[config.mk]
export PLATFORM = sky130hd
export DESIGN_NAME = pipeline_ctrl_fsm_flat
export DESIGN_NICKNAME = d
export VERILOG_FILES = /design/src/rtl/pipeline_ctrl_fsm_pkg.sv /design/src/rtl/pipeline_ctrl_fsm_if.sv /design/src/rtl/pipeline_ctrl_fsm_sat_counter.sv /design/src/rtl/pipeline_ctrl_fsm.sv /design/src/flat_wrapper.sv
export SDC_FILE = /design/constraint.sdc
export NUM_CORES = 1
export LEC_CHECK = 0
export CAP_MARGIN = 10
export CORE_ASPECT_RATIO = 2
export CORE_MARGIN = 1.5
export CORE_UTILIZATION = 30
export CTS_CLUSTER_DIAMETER = 30
export DETAILED_ROUTE_END_ITERATION = 8
export PLACE_DENSITY = 0.76
export SLEW_MARGIN = 30
export SYNTH_ARGS = -nofsm -noshare
export SYNTH_HDL_FRONTEND = slang
export SYNTH_SLANG_ARGS = --single-unit
[constraint.sdc]
create_clock -name clk -period 1.9 [get_ports clk]
set_clock_uncertainty 0.2 [all_clocks]
set_input_delay 0.19 -clock clk [delete_from_list [all_inputs] [get_ports clk]]
set_output_delay 0.19 -clock clk [all_outputs]
set_load 0.01 [all_outputs]
[src/rtl/pipeline_ctrl_fsm_pkg.sv]
// Shared types and constants for the pipeline hazard/stall controller.
package pipe_ctrl_pkg;

    typedef enum logic {
        RUN     = 1'b0,
        MD_WAIT = 1'b1
    } ctrl_state_e;

    localparam int MD_TIMEOUT_DEF = 64;

endpackage

[src/rtl/pipeline_ctrl_fsm_if.sv]
// Hazard-unit bundle: pipeline status in, stall/flush controls out.
interface pipeline_ctrl_fsm_if #(
    parameter int CNT_W = 32
);
    logic [4:0]       Rs1D;
    logic [4:0]       Rs2D;
    logic [4:0]       RdE;
    logic             MemReadE;
    logic             PCSelectE;
    logic             MulDivE;
    logic             MdDone;
    logic             StallF;
    logic             StallD;
    logic             StallE;
    logic             FlushD;
    logic             FlushE;
    logic             FlushM;
    logic             MdStart;
    logic             MdTimeout;
    logic [CNT_W-1:0] StallCount;

    modport master (
        output Rs1D, Rs2D, RdE, MemReadE, PCSelectE, MulDivE, MdDone,
        input  StallF, StallD, StallE, FlushD, FlushE, FlushM,
        input  MdStart, MdTimeout, StallCount
    );

    modport slave (
        input  Rs1D, Rs2D, RdE, MemReadE, PCSelectE, MulDivE, MdDone,
        output StallF, StallD, StallE, FlushD, FlushE, FlushM,
        output MdStart, MdTimeout, StallCount
    );
endinterface

[src/rtl/pipeline_ctrl_fsm_sat_counter.sv]
// Saturating up-counter used for stall performance accounting.
module sat_counter #(
    parameter int W = 32
) (
    input  logic         clk,
    input  logic         reset,
    input  logic         i_inc,
    output logic [W-1:0] o_count
);
    logic [W-1:0] r_count;

    always_ff @(posedge clk) begin
        if (reset) begin
            r_count <= '0;
        end else if (i_inc && (r_count != {W{1'b1}})) begin
            r_count <= r_count + 1'b1;
        end
    end

    assign o_count = r_count;
endmodule

[src/rtl/pipeline_ctrl_fsm.sv]
// Pipeline stall/flush controller with mul/div wait FSM and watchdog.
// Optional stall counter enabled by STALL_PERF_CNT_EN.
module pipeline_ctrl_fsm
    import pipe_ctrl_pkg::*;
#(
    parameter int MD_TIMEOUT = MD_TIMEOUT_DEF,
    parameter int CNT_W      = 32
) (
    input logic                clk,
    input logic                reset,
    pipeline_ctrl_fsm_if.slave bus
);
    localparam int WD_W = (MD_TIMEOUT > 1) ? $clog2(MD_TIMEOUT) : 1;
    localparam logic [WD_W-1:0] WD_LAST = WD_W'(MD_TIMEOUT - 1);

    ctrl_state_e     r_state;
    ctrl_state_e     w_next_state;
    logic [WD_W-1:0] r_wd;
    logic [WD_W-1:0] w_wd_next;
    logic            w_load_use;
    logic            w_stall_f;
    logic            w_stall_d;
    logic            w_stall_e;
    logic            w_flush_d;
    logic            w_flush_e;
    logic            w_flush_m;
    logic            w_md_start;
    logic            w_md_timeout;

    assign w_load_use = bus.MemReadE && (bus.RdE != 5'd0) &&
                        ((bus.RdE == bus.Rs1D) || (bus.RdE == bus.Rs2D));

    always_ff @(posedge clk) begin
        if (reset) begin
            r_state <= RUN;
            r_wd    <= '0;
        end else begin
            r_state <= w_next_state;
            r_wd    <= w_wd_next;
        end
    end

    always_comb begin
        w_next_state = r_state;
        w_wd_next    = r_wd;
        w_stall_f    = 1'b0;
        w_stall_d    = 1'b0;
        w_stall_e    = 1'b0;
        w_flush_d    = 1'b0;
        w_flush_e    = 1'b0;
        w_flush_m    = 1'b0;
        w_md_start   = 1'b0;
        w_md_timeout = 1'b0;
        unique case (r_state)
            RUN: begin
                if (bus.MulDivE) begin
                    w_md_start   = 1'b1;
                    w_stall_f    = 1'b1;
                    w_stall_d    = 1'b1;
                    w_stall_e    = 1'b1;
                    w_flush_m    = 1'b1;
                    w_next_state = MD_WAIT;
                    w_wd_next    = '0;
                end else if (bus.PCSelectE) begin
                    w_flush_d = 1'b1;
                    w_flush_e = 1'b1;
                end else if (w_load_use) begin
                    w_stall_f = 1'b1;
                    w_stall_d = 1'b1;
                    w_flush_e = 1'b1;
                end
            end
            MD_WAIT: begin
                if (bus.MdDone) begin
                    w_next_state = RUN;
                    w_wd_next    = '0;
                end else if (r_wd == WD_LAST) begin
                    w_md_timeout = 1'b1;
                    w_next_state = RUN;
                    w_wd_next    = '0;
                end else begin
                    w_stall_f = 1'b1;
                    w_stall_d = 1'b1;
                    w_stall_e = 1'b1;
                    w_flush_m = 1'b1;
                    w_wd_next = r_wd + 1'b1;
                end
            end
            default: begin
                w_next_state = RUN;
                w_wd_next    = '0;
            end
        endcase
        // Reset forces quiet outputs, so an abandoned wait never reports a timeout
        if (reset) begin
            w_stall_f    = 1'b0;
            w_stall_d    = 1'b0;
            w_stall_e    = 1'b0;
            w_flush_d    = 1'b0;
            w_flush_e    = 1'b0;
            w_flush_m    = 1'b0;
            w_md_start   = 1'b0;
            w_md_timeout = 1'b0;
        end
    end

    assign bus.StallF    = w_stall_f;
    assign bus.StallD    = w_stall_d;
    assign bus.StallE    = w_stall_e;
    assign bus.FlushD    = w_flush_d;
    assign bus.FlushE    = w_flush_e;
    assign bus.FlushM    = w_flush_m;
    assign bus.MdStart   = w_md_start;
    assign bus.MdTimeout = w_md_timeout;

`ifdef STALL_PERF_CNT_EN
    sat_counter #(
        .W (CNT_W)
    ) u_stall_cnt (
        .clk     (clk),
        .reset   (reset),
        .i_inc   (w_stall_f),
        .o_count (bus.StallCount)
    );
`else
    assign bus.StallCount = {CNT_W{1'b0}};
`endif
endmodule
[src/flat_wrapper.sv]
// flat-port wrapper written by rule: the top's interface ports become plain ports
module pipeline_ctrl_fsm_flat import pipe_ctrl_pkg::*;
#(
    parameter int MD_TIMEOUT = MD_TIMEOUT_DEF,
    parameter int CNT_W      = 32
)
  (clk, reset, bus_Rs1D, bus_Rs2D, bus_RdE, bus_MemReadE, bus_PCSelectE, bus_MulDivE, bus_MdDone, bus_StallF, bus_StallD, bus_StallE, bus_FlushD, bus_FlushE, bus_FlushM, bus_MdStart, bus_MdTimeout, bus_StallCount);
  pipeline_ctrl_fsm_if #(.CNT_W(CNT_W)) bus_i ();
  input logic clk;
  input logic reset;
  input wire logic [$bits(bus_i.Rs1D)-1:0] bus_Rs1D;
  input wire logic [$bits(bus_i.Rs2D)-1:0] bus_Rs2D;
  input wire logic [$bits(bus_i.RdE)-1:0] bus_RdE;
  input wire logic [$bits(bus_i.MemReadE)-1:0] bus_MemReadE;
  input wire logic [$bits(bus_i.PCSelectE)-1:0] bus_PCSelectE;
  input wire logic [$bits(bus_i.MulDivE)-1:0] bus_MulDivE;
  input wire logic [$bits(bus_i.MdDone)-1:0] bus_MdDone;
  output wire logic [$bits(bus_i.StallF)-1:0] bus_StallF;
  output wire logic [$bits(bus_i.StallD)-1:0] bus_StallD;
  output wire logic [$bits(bus_i.StallE)-1:0] bus_StallE;
  output wire logic [$bits(bus_i.FlushD)-1:0] bus_FlushD;
  output wire logic [$bits(bus_i.FlushE)-1:0] bus_FlushE;
  output wire logic [$bits(bus_i.FlushM)-1:0] bus_FlushM;
  output wire logic [$bits(bus_i.MdStart)-1:0] bus_MdStart;
  output wire logic [$bits(bus_i.MdTimeout)-1:0] bus_MdTimeout;
  output wire logic [$bits(bus_i.StallCount)-1:0] bus_StallCount;
  assign bus_i.Rs1D = bus_Rs1D;
  assign bus_i.Rs2D = bus_Rs2D;
  assign bus_i.RdE = bus_RdE;
  assign bus_i.MemReadE = bus_MemReadE;
  assign bus_i.PCSelectE = bus_PCSelectE;
  assign bus_i.MulDivE = bus_MulDivE;
  assign bus_i.MdDone = bus_MdDone;
  assign bus_StallF = bus_i.StallF;
  assign bus_StallD = bus_i.StallD;
  assign bus_StallE = bus_i.StallE;
  assign bus_FlushD = bus_i.FlushD;
  assign bus_FlushE = bus_i.FlushE;
  assign bus_FlushM = bus_i.FlushM;
  assign bus_MdStart = bus_i.MdStart;
  assign bus_MdTimeout = bus_i.MdTimeout;
  assign bus_StallCount = bus_i.StallCount;
  pipeline_ctrl_fsm #(.MD_TIMEOUT(MD_TIMEOUT), .CNT_W(CNT_W)) u_core (.clk(clk), .reset(reset), .bus(bus_i));
endmodule
==> reports/summary.txt, run 1 <==
DRC: 0
area share of fa/ha/maj cells after synthesis: 0.0157
DRT iter0 DRCs: 15
GR Util All Layers: 0.143
First-pass DRT Iterations: 4
setup_tns: -66.8 ps
worst hold-check slack: 376 ps
# hold bufs at CTS: 0
first-pass GRT wire length: 2.86 mm
vias in the first global route: 746
Root Buffer: clkbuf_8
distinct cell type count after synthesis: 31
Hold Crit Start: u_core.r_wd[2]
Power Dens Cells: 451 nW/µm²
status: finished, violations left
Syn Inst Count: 102
mux cell area share after synthesis: 0.0125
final wirelength: 2.07 mm
critical path arrival: 1540 ps
clock latency at the later pin of the worst-skew pair: 230 ps
core region area: 2540 µm²
Wirelength per Cell: 11.6 µm
I/O Buffers: 28
Starting Density: 0.315
Antenna diodes: 0
MaxCap Viol Count: 0
CP startpoint: u_core.r_wd[1]
antenna violations before repair: 0
largest family of logic cells by synthesized area: buffers and inverters
gp weighted congestion: 0.825
Synth Area in Simple Gates: 0.199
sequential-to-total area share from yosys stat: 0.176
Worst Hold Class: flip-flop to flip-flop
post-synthesis xor/xnor area fraction: 0.110
Post-Synthesis Mean Instance Area: 7.83 µm²
Cells after DPL: 170
row cnt: 26
setup ws final: -33.9 ps
Final Max Tran Viols: 0
crit share post-route: 1.02
CP Max Fanout: 2
Yosys reg bits: 7
I/O pins: 61
clk slew on worst S/H paths: 40 ps
routed via count: 793
# setup viols final: 2
DPL Wire Length: 1.53 mm
critical setup path kind: flip-flop to primary output
largest net degree at the start of global routing: 8
vias per cell: 4.43
remaining global-route overflow: 0
Leak: 0.623 nW
RSZ-0062 raised after global routing: true
CTS tree: done
Area growth, synth to finish: 56.9%
CP startpoint kind: flip-flop
Min Clock Period, post-route: 1930 ps
worst-case clock buffer depth: 2
fmax: 517 MHz
clock sinks: 7
fraction of layout cells with a size suffix above 1: 0.311
DIE WIDTH: 39.5 µm
die height: 76.0 µm
Final Hold Viols: 0
Peak VDD IR: 0.299 mV
Die Area: 3000 µm²
fin cells: 179
CTS H-tree lvls: 1
post-route ant nets: 0
Compound-Gate Fraction of Synth Area: 0.133
Yosys warnings: 0
Place WS: -651 ps
total CTS buffers: 3
R2R Path Start: u_core.r_wd[1]
Worst setup EP type: primary output
failing checks: setup timing
Final #Nets: 174
Netlist Area Pre-Place: 798 µm²
Critical Path RT: 1510 ps
==> cells in the final DEF, fill, tap and decap left out, drive strengths merged, types with 2 or more instances in the layout <==
cell type	n
o21ai	3
nand3	4
inv	5
dlymetal6s2s	3
buf	27
xor2	10
nor3	4
nor3b	2
a211oi	2
dlygate4sd2	6
or4	2
a21oi	5
clkdlybuf4s50	12
nand2	3
dfxtp	7
conb	32
clkbuf	4
nor2	6
==> power breakdown <==
group	internal, W	switching [W]
logic	0.0000982	0.0000974
registers	0.000151	0.00000326
clock network	0.000146	0.0000700
==> routing by layer <==
metal / part of all wire / wire length [µm] / vias up / GRT usage
li1: - / - / 372 / -
met1: 0.28 / 588 / 344 / 0.0878
met2: 0.56 / 1160 / 67 / 0.270
met3: 0.10 / 216 / 10 / 0.0234
met4: 0.050 / 103 / 0 / 0.145
met5: 0 / 0 / - / 0
==> through the flow <==
stage | total power (W) | util | cell area, µm²
after floorplan | 0.000294 | - | 932
after global placement | 0.000331 | 0.436 | 1110
after detailed placement | 0.000333 | 0.436 | 1110
after CTS | 0.000574 | 0.482 | 1220
after global routing | 0.000603 | 0.494 | 1250
final | 0.000565 | 0.494 | 1250
==> Yosys cell counts <==
library cell  count  area share
buf_4            34        0.32
xor2_1           10        0.11
dfxtp_1           7        0.18
nor2_1            6       0.028
a21oi_1           5       0.031
inv_1             5       0.024
nand3_1           4       0.025
nand2_1           3       0.014
nor3_1            3       0.019
nor3b_1           2       0.019
o21ai_1           2       0.013
or4_1             2       0.019
a211oi_1          1      0.0094
a211oi_4          1       0.025
a21o_1            1      0.0094
a22o_1            1       0.011
a22oi_1           1      0.0094
and3_1            1      0.0078
and4_4            1       0.014
buf_2             1      0.0063
conb_1            1      0.0047
ha_1              1       0.016
mux2i_1           1       0.013
nand2b_4          1       0.017
nor2b_1           1      0.0078
nor3_2            1       0.013
o21ai_0           1      0.0063
o21bai_1          1      0.0094
o31ai_1           1      0.0094
or2_1             1      0.0078
or3_1             1      0.0078
==> worst max-delay path, stage by stage, from the launching register on <==
cell and delay (ps):
dfxtp_2 340, ha_4 140, and4_4 220, a211oi_4 70, or2_4 240, o21bai_4 180, buf_6 130
==> kinds of logic (layout without fill, tap and decap cells) <==
kind of cell	Yosys count	count (layout)
buffers and inverters	40	58
AND/OR/NAND/NOR	27	27
AO/OA/AOI/OAI	15	15
XOR/XNOR	10	10
flip-flops	7	7
adder cells (fa/ha/maj)	1	1
other	1	32
multiplexers	1	1
==> state kept, by name, indices dropped and copies added, names as in the netlist <==
register,flops
u_core.r_wd,6
u_core.r_state,1
==> timing repair <==
item	in CTS	in global routing
pin swaps	5	7
endpoints found under the setup margin	8	7
setup buffers	4	1
resized for setup	47	6
==> final timing paths <==
| path | to | cells past startpoint | slack [ps] |
|---|---|---|---|
| worst max-delay path | bus_StallD | 6 | -30 |
| worst min-delay path | u_core.r_wd[2] | 2 | 380 |
| worst max register to register | u_core.r_wd[5] | 7 | 180 |
| worst min register to register | u_core.r_wd[2] | 2 | 380 |
==> final cells by class <==
type,count,area (µm²)
tap,28,35.0
multi-input combinational,86,574
inverter,5,18.8
fill,233,1280
sequential,7,143
clock buffer,4,45.0
timing repair buffer,49,437
No activity file was read; power rests on OpenSTA's default activity.
==> run 2, diff against run 1 <==
CORE_ASPECT_RATIO = unset   (was 2)
CORE_UTILIZATION = 36   (was 30)
CTS_BUF_LIST = sky130_fd_sc_hd__clkbuf_16   (was unset)
PLACE_DENSITY = 0.85   (was 0.76)
clock period = 2.3 ns   (was 1.9 ns; I/O delays follow)
==> reports/summary.txt, run 2 (synthesized netlist as in run 1, its figures left out) <==
critical path arrival: 1760 ps (was 1540 ps)
Die Area: 2510 µm² (was 3000 µm²)
Final Hold Viols: 0 (unchanged)
Min Clock Period, post-route: 2190 ps
most common cell after layout, fill and taps aside: conb_1 (unchanged)
Leak: 0.573 nW (was 0.623 nW)
total CTS buffers: 3 (unchanged)
number of setup buffers added after CTS: 0 (was 4)
remaining global-route overflow: 0 (unchanged)
CTS H-tree lvls: 1 (unchanged)
post-route ant nets: 0 (unchanged)
Area growth, synth to finish: 44.0% (was 56.9%)
Place WS: -311 ps (was -651 ps)
# hold bufs at CTS: 0 (unchanged)
row cnt: 16 (was 26)
Critical Path RT: 1870 ps (was 1510 ps)
DRC: 0 (unchanged)
CP Max Fanout: 5 (was 2)
Worst setup EP type: primary output (unchanged)
Wirelength per Cell: 10.6 µm (was 11.6 µm)
vias in the first global route: 608 (was 746)
gp weighted congestion: 0.899 (was 0.825)
worst-case clock buffer depth: 2 (unchanged)
largest net degree at the start of global routing: 7 (was 8)
Root Buffer: clkbuf_16 (was clkbuf_8)
vias per cell: 4.28 (was 4.43)
first-pass GRT wire length: 2.88 mm (was 2.86 mm)
fraction of layout cells with a size suffix above 1: 0.186 (was 0.311)
final wirelength: 1.82 mm (was 2.07 mm)
clk slew on worst S/H paths: 40 ps (about the same)
DPL Wire Length: 1.54 mm (was 1.53 mm)
fillers: 194 (was 233)
Antenna diodes: 0 (unchanged)
routed via count: 736 (was 793)
DIE WIDTH: 50.1 µm (was 39.5 µm)
clock sinks: 7 (unchanged)
final core occ: 0.569 (was 0.494)
MaxCap Viol Count: 0 (unchanged)
critical setup path kind: input port to primary output (was flip-flop to primary output)
clock latency at the later pin of the worst-skew pair: 230 ps (about the same)
RSZ-0062 raised after global routing: false (was true)
Final #Nets: 168 (was 174)
I/O Buffers: 28 (unchanged)
Peak VDD IR: 0.669 mV (was 0.299 mV)
max reg flops: 6 (unchanged)
commonest cells after routing, fill and taps aside: conb_1, clkdlybuf4s50_1, buf_4 (was conb_1, buf_4, clkdlybuf4s50_1)
antenna violations before repair: 0 (unchanged)
GR Util All Layers: 0.156 (was 0.143)
die height: 50.1 µm (was 76.0 µm)
CTS tree: done (unchanged)
# setup viols final: 0 (was 2)
Power Dens Cells: 488 nW/µm² (was 451 nW/µm²)
Biggest register: u_core.r_wd (unchanged)
status: completed (was finished, violations left)
biggest registers after layout: u_core.r_wd: 6 flops, u_core.r_state: 1 flops (unchanged)
Worst Hold Class: flip-flop to flip-flop (unchanged)
First-pass DRT Iterations: 4 (unchanged)
core region area: 2020 µm² (was 2540 µm²)
Starting Density: 0.395 (was 0.315)
Final Max Tran Viols: 0 (unchanged)
fmax: 457 MHz
DRT iter0 DRCs: 12 (was 15)
CP startpoint kind: input port (was flip-flop)
I/O pins: 61 (unchanged)
setup ws final: 111 ps (was -33.9 ps)
crit share post-route: 0.952
[run 2: cell count changes in the layout (fill, tap and decap cells not counted), moves of 2 or more]
cell,previous run,this run
dfxtp_1,5,7
clkbuf_2,0,2
clkbuf_8,3,0
dfxtp_2,2,0
buf_6,5,0
dlygate4sd2_1,6,4
clkdlybuf4s50_1,12,20
dlymetal6s2s_1,3,1
nor3_1,1,3
clkbuf_16,0,3
buf_4,20,15
[run 2: per-stage QoR]
step | power [W] | setup TNS, ps | cells | area, µm² | hold slack (ps)
2_1_floorplan | 0.000238 | 0 | 133 | 915 | 246
3_3_place_gp | 0.000272 | -609 | 168 | 1080 | 286
3_5_place_dp | 0.000276 | -860 | 168 | 1080 | 307
4_1_cts | 0.000569 | 0 | 172 | 1160 | 316
5_1_grt | 0.000591 | 0 | 172 | 1150 | 339
6_report | 0.000561 | 0 | 172 | 1150 | 323
[run 2: final cells by class]
cell class,count,area [µm²],area share
clock inverter,1,3.75,0.00326
timing repair buffer,43,375,0.326
tap,27,33.8,0.0294
multi-input combinational,86,503,0.437
clock buffer,3,75.1,0.0653
sequential,7,140,0.122
inverter,5,18.8,0.0163
[run 2: power by group]
part           leakage, nW  internal (W)  switching, W
clock               0.0423      0.000226     0.0000658
combinational        0.474     0.0000708     0.0000705
sequential          0.0567      0.000125    0.00000365
[run 2: layer usage]
layer,global-route usage,routed length (µm)
met1,0.203,782
met2,0.232,890
met3,0.0576,137
met4,0.0556,10
met5,0,0
[run 2: path summary, 6_finish.rpt]
path                            slack [ps]  cells after the start              to           start
worst max-delay path                   110                      5     bus_MdStart           reset
worst min-delay path                   320                      1  u_core.r_wd[2]  u_core.r_wd[2]
worst max register to register         620                      6  u_core.r_wd[5]  u_core.r_wd[0]
worst min register to register         320                      1  u_core.r_wd[2]  u_core.r_wd[2]
[run 2: what timing repair did]
| action | in CTS | in global routing |
|---|---|---|
| endpoints found under the setup margin | 5 | 4 |
| gates resized for setup | 10 | 8 |
| gates cloned | 0 | 0 |
| pin swaps | 1 | 1 |
[run 2: critical path: stages]
cell and delay [ps]:
clkdlybuf4s50_1 440, buf_4 180, nor3b_1 240, buf_4 150, clkdlybuf4s50_1 520
